<file path="config.mk">
export PLATFORM = sky130hd
export DESIGN_NAME = lsu_mem_master
export DESIGN_NICKNAME = d
export VERILOG_FILES = /design/src/rtl/lsu_pkg.sv /design/src/rtl/lsu_load_align.sv /design/src/rtl/lsu_mem_master.sv
export SDC_FILE = /design/constraint.sdc
export NUM_CORES = 1
export LEC_CHECK = 0
export BUFFER_PORTS_ARGS = -buffer_cell sky130_fd_sc_hd__buf_2
export CAP_MARGIN = 20
export CORE_ASPECT_RATIO = 0.75
export CORE_UTILIZATION = 45
export DETAILED_ROUTE_END_ITERATION = 6
export PLACE_DENSITY_LB_ADDON = 0.08
export RECOVER_POWER = 50
export SLEW_MARGIN = 40
export SYNTH_ARGS = -nofsm -noshare
export SYNTH_HDL_FRONTEND = slang
export SYNTH_SLANG_ARGS = --single-unit
</file>
<file path="constraint.sdc">
create_clock -name clk -period 1.7 [get_ports clk]
set_input_delay 0.34 -clock clk [delete_from_list [all_inputs] [get_ports clk]]
set_output_delay 0.34 -clock clk [all_outputs]
set_load 0.02 [all_outputs]
</file>
<file path="src/rtl/lsu_pkg.sv">
// lsu_pkg: shared types for the load/store memory master.
// Size codes, memory strobe codes, FSM states, strobe encoder.
package lsu_pkg;

   typedef enum logic [1:0] {
      SZ_BYTE = 2'b00,
      SZ_HALF = 2'b01,
      SZ_WORD = 2'b10,
      SZ_RSVD = 2'b11
   } size_e;

   typedef enum logic [1:0] {
      IDLE,
      RD_WAIT,
      WR,
      RESP
   } state_e;

   localparam logic [3:0] STRB_NONE = 4'b0000;
   localparam logic [3:0] STRB_B0   = 4'b0001;
   localparam logic [3:0] STRB_B1   = 4'b0010;
   localparam logic [3:0] STRB_B2   = 4'b0011;
   localparam logic [3:0] STRB_B3   = 4'b0100;
   localparam logic [3:0] STRB_HLO  = 4'b0101;
   localparam logic [3:0] STRB_HHI  = 4'b0110;
   localparam logic [3:0] STRB_WORD = 4'b0111;

   function automatic logic [3:0] strb_code(
      input size_e      size,
      input logic [1:0] lo
   );
      logic [3:0] s;
      s = STRB_NONE;
      case (size)
         SZ_BYTE: begin
            case (lo)
               2'd0:    s = STRB_B0;
               2'd1:    s = STRB_B1;
               2'd2:    s = STRB_B2;
               default: s = STRB_B3;
            endcase
         end
         SZ_HALF: s = lo[1] ? STRB_HHI : STRB_HLO;
         SZ_WORD: s = STRB_WORD;
         default: s = STRB_NONE;
      endcase
      return s;
   endfunction

endpackage

</file>
<file path="src/rtl/lsu_load_align.sv">
// lsu_load_align: picks the addressed byte/half lane of a read word
// and sign- or zero-extends it; words pass through unchanged.
module lsu_load_align
   import lsu_pkg::*;
#(
   parameter int WIDTH = 32
) (
   input  logic [WIDTH-1:0] word,
   input  size_e            size,
   input  logic [1:0]       lo,
   input  logic             uns,
   output logic [WIDTH-1:0] data
);

   logic [7:0]  b;
   logic [15:0] h;

   // Lane select followed by extension from bit 7 or bit 15.
   always_comb begin
      b    = word[{lo, 3'b000} +: 8];
      h    = word[{lo[1], 4'b0000} +: 16];
      data = '0;
      case (size)
         SZ_BYTE: data = {{(WIDTH-8){b[7] & ~uns}}, b};
         SZ_HALF: data = {{(WIDTH-16){h[15] & ~uns}}, h};
         SZ_WORD: data = word;
         default: data = '0;
      endcase
   end

endmodule

</file>
<file path="src/rtl/lsu_mem_master.sv">
// lsu_mem_master: single-outstanding load/store initiator for data_memory.
// LSU_MISALIGN_TRAP_EN: misaligned half/word become errors instead of being aligned.
module lsu_mem_master
   import lsu_pkg::*;
#(
   parameter int WIDTH  = 32,
   parameter int DEPTH  = 128,
   parameter int RD_LAT = 1,
   parameter int ADDR_W = $clog2(DEPTH) + 2
) (
   input  logic              clk,
   input  logic              rst,
   input  logic              req_valid,
   output logic              req_ready,
   input  logic              req_we,
   input  logic [1:0]        req_size,
   input  logic              req_unsigned,
   input  logic [ADDR_W-1:0] req_addr,
   input  logic [WIDTH-1:0]  req_wdata,
   output logic              resp_valid,
   input  logic              resp_ready,
   output logic [WIDTH-1:0]  resp_rdata,
   output logic              resp_err,
   output logic [ADDR_W-3:0] mem_rd_addr0,
   output logic [ADDR_W-3:0] mem_wr_addr0,
   output logic [WIDTH-1:0]  mem_wr_din0,
   output logic [3:0]        mem_wr_strb,
   output logic              mem_we0,
   input  logic [WIDTH-1:0]  mem_rd_dout0
);

   state_e           state;
   size_e            sz_q;
   logic             uns_q;
   logic [1:0]       lo_q;
   logic [2:0]       cnt;
   size_e            req_sz;
   logic [1:0]       req_lo;
   logic             req_bad;
   logic [WIDTH-1:0] wmask;
   logic [WIDTH-1:0] ld_data;

   assign req_sz = size_e'(req_size);

   // Classify the incoming request: lane bits, error flag, store mask.
   always_comb begin
      req_lo  = req_addr[1:0];
      req_bad = (req_sz == SZ_RSVD);
`ifdef LSU_MISALIGN_TRAP_EN
      if (req_sz == SZ_HALF && req_addr[0])
         req_bad = 1'b1;
      if (req_sz == SZ_WORD && req_addr[1:0] != 2'b00)
         req_bad = 1'b1;
`else
      if (req_sz == SZ_HALF)
         req_lo[0] = 1'b0;
      if (req_sz == SZ_WORD)
         req_lo = 2'b00;
`endif
      case (req_sz)
         SZ_BYTE: wmask = WIDTH'(32'h0000_00ff);
         SZ_HALF: wmask = WIDTH'(32'h0000_ffff);
         default: wmask = '1;
      endcase
   end

   lsu_load_align #(
      .WIDTH (WIDTH)
   ) u_align (
      .word (mem_rd_dout0),
      .size (sz_q),
      .lo   (lo_q),
      .uns  (uns_q),
      .data (ld_data)
   );

   // Request/response FSM; every output is registered here.
   always_ff @(posedge clk or negedge rst) begin
      if (!rst) begin
         state        <= IDLE;
         req_ready    <= 1'b0;
         resp_valid   <= 1'b0;
         resp_rdata   <= '0;
         resp_err     <= 1'b0;
         mem_rd_addr0 <= '0;
         mem_wr_addr0 <= '0;
         mem_wr_din0  <= '0;
         mem_wr_strb  <= STRB_NONE;
         mem_we0      <= 1'b0;
         sz_q         <= SZ_BYTE;
         uns_q        <= 1'b0;
         lo_q         <= 2'b00;
         cnt          <= 3'd0;
      end else begin
         case (state)
            IDLE: begin
               req_ready <= 1'b1;
               if (req_valid && req_ready) begin
                  req_ready <= 1'b0;
                  sz_q      <= req_sz;
                  uns_q     <= req_unsigned;
                  lo_q      <= req_lo;
                  if (req_bad) begin
                     state      <= RESP;
                     resp_valid <= 1'b1;
                     resp_err   <= 1'b1;
                     resp_rdata <= '0;
                  end else if (req_we) begin
                     state        <= WR;
                     mem_we0      <= 1'b1;
                     mem_wr_addr0 <= req_addr[ADDR_W-1:2];
                     mem_wr_din0  <= req_wdata & wmask;
                     mem_wr_strb  <= strb_code(req_sz, req_lo);
                  end else begin
                     state        <= RD_WAIT;
                     mem_rd_addr0 <= req_addr[ADDR_W-1:2];
                     cnt          <= 3'(RD_LAT);
                  end
               end
            end
            RD_WAIT: begin
               if (cnt == 3'd0) begin
                  state      <= RESP;
                  resp_valid <= 1'b1;
                  resp_err   <= 1'b0;
                  resp_rdata <= ld_data;
               end else begin
                  cnt <= cnt - 3'd1;
               end
            end
            WR: begin
               state       <= RESP;
               mem_we0     <= 1'b0;
               mem_wr_strb <= STRB_NONE;
               resp_valid  <= 1'b1;
               resp_err    <= 1'b0;
               resp_rdata  <= '0;
            end
            RESP: begin
               if (resp_ready) begin
                  state      <= IDLE;
                  resp_valid <= 1'b0;
                  resp_err   <= 1'b0;
                  req_ready  <= 1'b1;
               end
            end
            default: state <= IDLE;
         endcase
      end
   end

endmodule

</file>
==> impl_metrics.yaml <==
run_status:
  status: "finished, violations left"
  violations: "setup timing"
timing:
  rsz0062_at_grt: "true"
  fin_crit_sh_pct: 102
  layout_setup_ws_ns: -0.0341
  clock_skew_ns: 0.00713
  slew_viol_final: 0
  slew_headroom_pct: 39.1
  period_needed_ns: 1.73
  worst_pin_slew_ns: 0.910
  finalHoldViolations: 0
  setup-violations-final: 12
  max_freq_mhz: 577
  tns_ns: -0.198
cts:
  cts_sinks: 95
  clk_path_buf_depth: 2
  cts_tree: "done"
  cts_buffers: 9
  clockRootBuffer: "clkbuf_16"
  clk-insertion-delay-late_ns: 0.33
  clkTransAtPathRegs_ns: 0.06
  h-tree-depth: 3
grt:
  grt_pass1_vias: 4261
  grt_max_degree: 44
  grt_usage_pct: 25.4
  grt-ovfl-total: 0
  antenna_found_initial: 0
  grt_pass1_wl_um: 21600
critical_path:
  r2r_cells: 7
  rr_startpoint: "state[0]"
  ff2ff_setup_slack_ns: -0.03
  path_max_fanout: 6
  end_kind: "flop"
  worstPathRequired_ns: 1.91
  r2r_end: "resp_rdata[4]"
  critPathArrivalTime_ns: 1.94
  criticalPathCategory: "reg -> reg"
  startpoint: "state[0]"
  start_kind: "flop"
  worstSetupEndpoint: "resp_rdata[4]"
die:
  ios: 167
  fp.dieH_um: 90.6
  die_area_sq_um: 10900
  row_count: 31
  initial_utilization_pct: 47.6
  coreArea_sq_um: 9890
  die_x_um: 120
routing:
  drt-met1-wl_um: 6960
  route.met2.wl_um: 6590
  top_layer: "met4"
  wl_met3_um: 1080
  wl_um: 14800
  ant_nets: 0
  drt_iter0_markers: 336
  via_per_inst: 5.36
  wire_per_inst_um: 17.0
  via_count: 4667
  drtPass1Iterations: 4
  drc: 0
placed_design:
  dp.cells: 829
  hpwl_um: 9750
  io_buffers: 165
  placed_cell_area_sq_um: 6050
  gp_congestion: 0.905
synth:
  syn_nets: 608
  syn-cell-area_sq_um: 4710
  ys_seq_elements: 95
  synthCells: 513
  async_flop_share_pct: 100
  yosysUniqueCellTypes: 45
  ys.warnings.count: 0
  synthFlopType: "dfrtp_1"
  synth-edff-count: 0
  synth.avg_cell_area_sq_um: 9.18
  yosysSeqAreaShare_pct: 50.5
finish:
  multi_input_area_sq_um: 2610
  regArea_sq_um: 2380
  nFillCells: 737
  nets: 830
  final_common_cell: "buf_2"
  antenna_cells: 0
  stdcell_count: 870
  final_area_sq_um: 7160
  drive_above_1_share_pct: 48.9
  layout_common_cells: "buf_2, nand2_1, dfrtp_1, buf_4, nor2_1"
  syn2layout_area_growth_pct: 52.1
run:
  drv_cap: 0
pwr:
  p_leak_uw: 0.00365
  p_per_area_nw_per_um2: 1980
  ir_drop_mv: 0.903
hold_path:
  worstHoldPathType: "in -> reg"
[synthesized netlist by cell type, types with 9 or more instances]
cell type	count	area share, %
a221oi_1	10	1.9
a21oi_1	10	1.1
nor2_1	29	2.3
inv_1	14	1.1
clkbuf_1	16	1.3
mux2_2	10	2.4
nand3_1	28	3.0
o21ai_0	18	1.9
o21ai_1	22	2.3
nand2b_1	9	1.2
buf_2	9	0.96
a2bb2oi_1	17	3.2
nand2_1	144	11
ha_1	14	3.7
dfrtp_1	95	50
[registers in the layout, summed over array words and instances, names as in the netlist]
name          count
mem_wr_din0      32
resp_rdata       32
mem_rd_addr0      7
mem_wr_addr0      7
cnt               3
mem_wr_strb       3
lo_q              2
state             2
sz_q              2
mem_we0           1
req_ready         1
resp_err          1
resp_valid        1
uns_q             1
[how the worst min path moves through the flow]
stage	start	end	slack, ns	cells past startpoint
2_1_floorplan	rst	cnt[0]	0.04	0
3_3_place_gp	rst	mem_rd_addr0[2]	0.31	1
3_5_place_dp	rst	mem_rd_addr0[2]	0.31	1
4_1_cts	req_wdata[3]	mem_wr_din0[3]	0.19	3
5_1_grt	req_wdata[3]	mem_wr_din0[3]	0.20	3
6_report	req_wdata[3]	mem_wr_din0[3]	0.19	3
[power breakdown]
part / internal, uW / total (uW) / leakage [uW] / switching [uW]
Sequential: 3230 / 3920 / 0.00123 / 690
Combinational: 3550 / 8110 / 0.00227 / 4560
Clock: 1350 / 2170 / 0.000154 / 813
Total: 8140 / 14200 / 0.00365 / 6060
[worst max-delay path, cell delays in order (launching register included)]
cell      delay [ns]
dfrtp_1         0.39
inv_2           0.07
ha_4            0.18
nor2b_4         0.14
a2111o_1        0.43
buf_6           0.17
a31oi_1         0.15
a21oi_1         0.08
[final cells by class]
cell class,instances,share of cell area (%)
clock buffers,11,3.53
clock inverters,3,0.943
inverters,15,0.786
multi-input cells,370,36.4
flip-flops and latches,95,33.2
well taps,132,2.31
repair buffers,244,22.8
[through the flow]
stage	setup WS [ns]	utilization (%)	hold slack, ns	power [uW]
3_5_place_dp	-0.357	61.2	0.309	10500
3_3_place_gp	-0.206	61.2	0.311	10400
4_1_cts	-0.0106	66.2	0.187	13200
6_report	-0.0341	72.4	0.194	14200
2_1_floorplan	-0.000955	-	0.0444	8120
5_1_grt	-0.120	72.4	0.200	15100
[kinds of logic (layout without fill, tap and decap cells)]
kind of cell / count (synthesis) / count (layout) / synth area share [%]
adders and majority gates: 14 / 14 / 3.72
DFF: 95 / 95 / 50.5
buffers and inverters: 49 / 273 / 4.62
muxes: 17 / 17 / 4.41
other: 1 / 1 / 0.0796
AOI/OAI and AO/OA: 106 / 106 / 15.4
and+or+nand+nor: 231 / 232 / 21.3
[layer usage]
layer | up-vias | global-route usage (%)
met4 | 0 | 5.83
met3 | 19 | 5.37
met2 | 180 | 36.9
met5 | - | 0
met1 | 2276 | 38.6
li1 | 2192 | -
[timing repair]
action / in CTS / in global routing
resized for setup: 24 / 109
buffers inserted: 9 / 5
hold endpoints to repair: 30 / 0
cloned: 2 / 10
hold buffers: 1 / 0
setup endpoints to repair: 86 / 77
pin swaps: 10 / 53
(Power assumes the default switching activity.)
